File: config.mk
export PLATFORM = sky130hd
export DESIGN_NAME = sop_sweeper
export DESIGN_NICKNAME = d
export VERILOG_FILES = /design/src/rtl/sop_pkg.sv /design/src/rtl/sop_lut.sv /design/src/rtl/sop_sweeper.sv
export SDC_FILE = /design/constraint.sdc
export NUM_CORES = 1
export LEC_CHECK = 0
export CORE_ASPECT_RATIO = 0.75
export CORE_MARGIN = 2
export CORE_UTILIZATION = 45
export DETAILED_ROUTE_END_ITERATION = 7
export GPL_ROUTABILITY_DRIVEN = 0
export PLACE_DENSITY_LB_ADDON = 0.25
export SLEW_MARGIN = 40
export SYNTH_ARGS = -nofsm -noshare
export SYNTH_HDL_FRONTEND = slang
export SYNTH_HIERARCHICAL = 1
export SYNTH_SLANG_ARGS = --single-unit
File: constraint.sdc
create_clock -name clk -period 2.4 [get_ports clk]
set_input_delay 0.48 -clock clk [delete_from_list [all_inputs] [get_ports clk]]
set_output_delay 0.48 -clock clk [all_outputs]
set_load 0.05 [all_outputs]
File: src/rtl/sop_pkg.sv
// rtl/sop_pkg.sv - shared types, constants and helpers for the sum-of-products sweeper
package sop_pkg;

    typedef enum logic [1:0] {
        IDLE  = 2'd0,
        SWEEP = 2'd1,
        DONE  = 2'd2
    } sop_state_t;

    // Minterms 0,1,5,6,8,9,C,E of the original fixed 4-input unit
    localparam logic [15:0] DEFAULT_MASK_4 = 16'h5363;

    function automatic int rows_of(input int n);
        return 1 << n;
    endfunction

endpackage

File: src/rtl/sop_lut.sv
// rtl/sop_lut.sv - combinational truth-table lookup of f for one index in SoP or PoS form
module sop_lut
    import sop_pkg::*;
#(
    parameter int N = 4,
    localparam int ROWS = rows_of(N)
) (
    input  logic [ROWS-1:0] mask,
    input  logic            pos,
    input  logic [N-1:0]    idx,
    output logic            f
);

    // A listed index is a minterm in SoP (f=1) and a maxterm in PoS (f=0)
    assign f = mask[idx] ^ pos;

endmodule

File: src/rtl/sop_sweeper.sv
// rtl/sop_sweeper.sv - programmable N-input SoP/PoS unit with direct evaluation and a
// handshaked truth-table sweep that reports the number of true rows
module sop_sweeper
    import sop_pkg::*;
#(
    parameter int N = 4,
    localparam int ROWS = rows_of(N)
) (
    input  logic            clk,
    input  logic            reset,
    input  logic            load,
    input  logic [ROWS-1:0] mask_in,
    input  logic            pos_mode,
    input  logic [N-1:0]    x,
    output logic            s,
    input  logic            start,
    output logic            busy,
    output logic [N-1:0]    m_out,
    output logic            f_out,
    output logic            out_valid,
    input  logic            out_ready,
    output logic            done,
    output logic [N:0]      ones_count
);

    sop_state_t      state;
    sop_state_t      state_next;
    logic [ROWS-1:0] mask;
    logic            pos_q;
    logic [N:0]      count;
    logic [N-1:0]    sweep_idx;
    logic            f_direct;
    logic            f_sweep;
    logic            launch;
    logic            xfer;
    logic            last_row;

    sop_lut #(.N(N)) u_lut_direct (
        .mask (mask),
        .pos  (pos_q),
        .idx  (x),
        .f    (f_direct)
    );

    // The sweep lookup always points at the row to be presented next
    assign sweep_idx = launch ? '0 : m_out + N'(1);

    sop_lut #(.N(N)) u_lut_sweep (
        .mask (mask),
        .pos  (pos_q),
        .idx  (sweep_idx),
        .f    (f_sweep)
    );

    always_ff @(posedge clk or posedge reset) begin
        if (reset) begin
            state <= IDLE;
        end else begin
            state <= state_next;
        end
    end

    always_comb begin
        state_next = state;
        launch     = 1'b0;
        xfer       = out_valid & out_ready;
        last_row   = (m_out == N'(ROWS - 1));
        case (state)
            IDLE: begin
                // load takes priority over start in the same cycle
                if (start && !load) begin
                    launch     = 1'b1;
                    state_next = SWEEP;
                end
            end
            SWEEP: begin
                if (xfer && last_row) begin
                    state_next = DONE;
                end
            end
            DONE: begin
                state_next = IDLE;
            end
            default: begin
                state_next = IDLE;
            end
        endcase
    end

    assign busy = (state != IDLE);
    assign done = (state == DONE);

    always_ff @(posedge clk or posedge reset) begin
        if (reset) begin
            mask       <= '0;
            pos_q      <= 1'b0;
            s          <= 1'b0;
            m_out      <= '0;
            f_out      <= 1'b0;
            out_valid  <= 1'b0;
            count      <= '0;
            ones_count <= '0;
        end else begin
            s <= f_direct;
            if (state == IDLE && load) begin
                mask  <= mask_in;
                pos_q <= pos_mode;
            end
            if (launch) begin
                m_out     <= '0;
                f_out     <= f_sweep;
                out_valid <= 1'b1;
                count     <= '0;
            end else if (xfer) begin
                count <= count + {{N{1'b0}}, f_out};
                if (last_row) begin
                    out_valid  <= 1'b0;
                    ones_count <= count + {{N{1'b0}}, f_out};
                end else begin
                    m_out <= m_out + N'(1);
                    f_out <= f_sweep;
                end
            end
        end
    end

endmodule

==> metrics.md <==
| Metric | Value |
|---|---|
| Leading cell type by number of instances after synthesis | `dfrtp_1` |
| Period utilization | `104%` |
| Horizontal die dimension | `78.1 microns` |
| Clk Tree Root Cell | `clkbuf_8` |
| Total number of yosys warnings | `6` |
| Critical register-to-register path endpoint | `f_out` |
| CP Class | `input port to flip-flop` |
| Vias in the first global route | `around 1,400` |
| Netlist Area Pre-Place | `0.00186 sq mm` |
| Power density normalized to cell area | `1240 mW/mm^2` |
| Delay of the slowest critical-path stage | `approximately 0.57 ns` |
| Worst setup path startpoint | `start` |
| F_max | `roughly 0.40 GHz` |
| Outcome | `finished, violations left` |
| Die extent in y | `roughly 60 microns` |
| Iter 0 DRT Violations | `63` |
| Overall global routing resource usage | `between 10% and 20%` |
| # nets final | `221` |
| Setup repair after global routing missed its margin | `true` |
| Ratio of routed vias to standard cells | `approximately 5.3` |
| Number of endpoints failing setup at the final stage | `1` |
| Instance count after placement with tap cells included | `~240` |
| Number of synthesized flops with an enable pin | `0` |
| Portion of the post-synthesis area used by sequential elements | `between 40% and 50%` |
| Predominant post-synthesis flop cell | `dfrtp_1` |
| Worst hold margin | `roughly 0.51 ns` |
| Register cell area after layout | `roughly 910 sq um` |
| Hold path startpoint | `ones_count[1]` |
| Syn_nets | `~170` |
| Reg2reg setup slack | `-0.07 ns` |
| Origin of the critical flop-to-flop path | `m_out[1]` |
| Post-route design area | `between 0.002 and 0.0025 sq mm` |
| I/O pin count | `40` |
| Crit path required time | `around 2.6 ns` |
| Clock Pin Slew Worst Setup and Hold Paths | `about 0.08 ns` |
| Internal power | `1.93 mW` |
| Maximum buffer depth of the clock tree | `2` |
| Final total negative setup slack | `-0.0850 ns` |
| Maximum VDD drop | `594 uV` |
| Share of power burned in combinational logic | `slightly above 50%` |
| Wire length of the first global-routing pass | `between 6000 and 7000 microns` |
| Cell depth of the worst min-delay path | `1` |
| Type of the worst min-delay path | `flip-flop to flip-flop` |
| Initial antenna violation count | `0` |
| TritonCTS clock tree | `yes` |
| Endpoint with the worst hold slack | `ones_count[1]` |
| Count of cell types in the netlist | `30` |
| Slowest-stage cell, CP | `mux4_1` |
| Multi-input combinational cell area | `930 sq um` |
| Number of cells on the worst reg-to-reg path | `7` |
| Combined buffer and inverter count along the critical path | `1` |
| Startpoint type of the worst setup path | `input port` |
| Clock network latency to the later pin of the worst-skew pair | `approximately 0.29 ns` |
| Area growth syn-to-layout | `34.7%` |
| Violations in the final reports | `negative setup slack` |
| Pre-CTS setup slack | `-0.489 ns` |
| Proportion of power drawn by flip-flops and latches | `approximately a third` |
| Number of synthesized register bits | `36` |
| Clock period minus final worst setup slack | `around 2.5 ns` |
| Share of final-layout standard cells stronger than drive strength 1 | `between 30% and 40%` |
| Switching part of the total power | `between 30% and 40%` |
| Family with the most delay on the worst path | `multiplexers` |
| Antenna cells | `0` |
| Leading cell types by total area after synthesis | `dfrtp_1 49%, mux2_2 14%, mux4_1 11%` |
| Post-Route WL | `around 4000 microns` |
| Area fraction of the dominant cell type after synthesis | `48.6%` |
| HPWL reported at the end of detailed placement | `between 3000 and 4000 microns` |
| Number of buffers inserted during clock tree synthesis | `5` |
| Hold Vio Cnt, Final | `0` |
| DRT Pass-1 Iters | `4` |
| Kind of end point of the critical path | `flip-flop` |
| Final clock skew | `0.0115 ns` |
| Fill count | `~340` |
| Number of placement rows | `20` |
| Number of slew-limit violations in the final report | `0` |
| Post-layout instance count excluding filler cells | `about 250` |
| Transition time at the pin with the least slew margin | `0.511 ns` |
| Async set-reset flop share out of synthesis | `100%` |
| Slack of the critical path | `-0.0850 ns` |
| Die area | `around 0.0047 sq mm` |
| Detailed-route wire length per cell | `16.2 microns` |
| Post-place instance area | `~0.0024 sq mm` |
| Final routed DRC violation total | `0` |
| Post-synth top cells | `36 x dfrtp_1, 23 x mux2_2, 9 x a21oi_1` |
| Sw power | `around 1.2 mW` |
| Overall power of the completed layout | `~3.1 mW` |
| Cell chain of the critical path | `clkdlybuf4s50_1 > nor4b_4 > nor2_2 > mux4_1 > mux4_2 > xor2_1 > mux2_2` |
| Via total after detailed routing | `around 1,300` |
| Average cell area after synthesis | `~14 sq um` |
| Maximum number of pins on one net before global-route repair | `37` |
| Data arrival time at the worst-slack endpoint | `about 2.7 ns` |
| Static leakage power | `between 1 and 1.5 nW` |
| Clock power share | `14.3%` |
| Count of nets left with antenna violations after detail routing | `0` |
| GR Overflow Total | `0` |
| Effective utilization at floorplan | `46.3%` |
| Cell taking the most area after synthesis | `dfrtp_1` |
| H-tree levels | `2` |
| Number of buffers inserted by hold repair at cts | `0` |
| Max-slew headroom | `roughly 66%` |
| # clock sinks | `36` |
| Crit path max fanout | `3` |
| Count of port buffers added during placement | `39` |
| Core ar. | `around 0.004 sq mm` |
| Number of max-cap violations | `0` |
| Syn Inst Count | `between 100 and 150` |
| Share of the core filled with cells in the final layout | `about 62%` |
[state kept, by name (all words and copies together), names as in the netlist]
signal      flops
pos_q           1
state           2
out_valid       1
f_out           1
count           5
mask           16
m_out           4
ones_count      5
s               1
[cells by family (layout without fill, tap and decap cells)]
logic type	after synthesis	after routing	share of synthesized area, %
flip-flops	36	36	48.6
AND/OR/NAND/NOR	34	34	11.8
multiplexers	33	33	27.7
AO/OA/AOI/OAI	15	15	4.18
XOR/XNOR	8	8	3.78
buffers and inverters	7	64	1.96
adder cells (fa/ha/maj)	3	3	2.02
[worst reg2reg max path: stages, from the launching register on]
cell and delay, ns:
dfrtp_2 0.45, ha_4 0.17, xnor2_1 0.13, nor2_2 0.18
mux4_2 0.53, mux4_2 0.48, xor2_1 0.15, mux2_2 0.26
[power by group through the flow]
stage          Clock, mW  Sequential [mW]  Combinational, mW
3_5_place_dp           0             1.09               1.58
6_report           0.445             1.08               1.58
2_1_floorplan          0             1.26              0.884
3_3_place_gp           0             1.08               1.50
4_1_cts            0.462             1.08               1.60
5_1_grt            0.481             1.11               1.70
[routing by layer]
layer  global-route usage (%)  up-vias  part of all wire [%]
li1                         -      617                     -
met1                     25.0      661                    46
met2                     33.0       36                    48
met3                     5.03       12                   4.0
met4                     9.77        0                   2.2
met5                        0        -                     0
[worst max path at each step]
stage,end,slack (ns),cells after the start
global placement,f_out,-0.42,7
global route,f_out,-0.17,7
finish,f_out,-0.09,7
detailed placement,f_out,-0.49,7
floorplan,f_out,-0.18,7
CTS,f_out,-0.1,7
[layout by cell type, fill, tap and decap left out, types with 2 or more instances in the layout]
master,Yosys,final
nor2_2,0,2
nand3_1,6,5
dfrtp_2,0,4
nor2_1,4,2
clkdlybuf4s50_1,0,38
xnor2_1,4,4
ha_1,3,2
clkbuf_1,3,2
o21ai_0,5,5
or3_1,3,3
nor3_1,3,3
inv_1,3,3
mux4_1,8,5
nand2_1,5,5
dfrtp_1,36,32
clkbuf_8,1,6
xor2_1,4,4
or2_2,2,2
mux4_2,2,5
buf_4,0,14
a21oi_1,9,9
mux2_2,23,23
[timing repair]
item                                    CTS  global route
endpoints found under the setup margin    1             1
gates resized for setup                   2             0
setup buffers                             1             0
pin swaps                                 3             0
[layout make-up]
class                           count  area share [%]
Multi-Input combinational cell     93            37.2
Inverter                            3           0.450
Tap cell                           55            2.75
Timing Repair Buffer               53            19.8
Sequential cell                    36            36.2
Clock buffer                        8            3.60
Power figures use the tool's default switching activity.
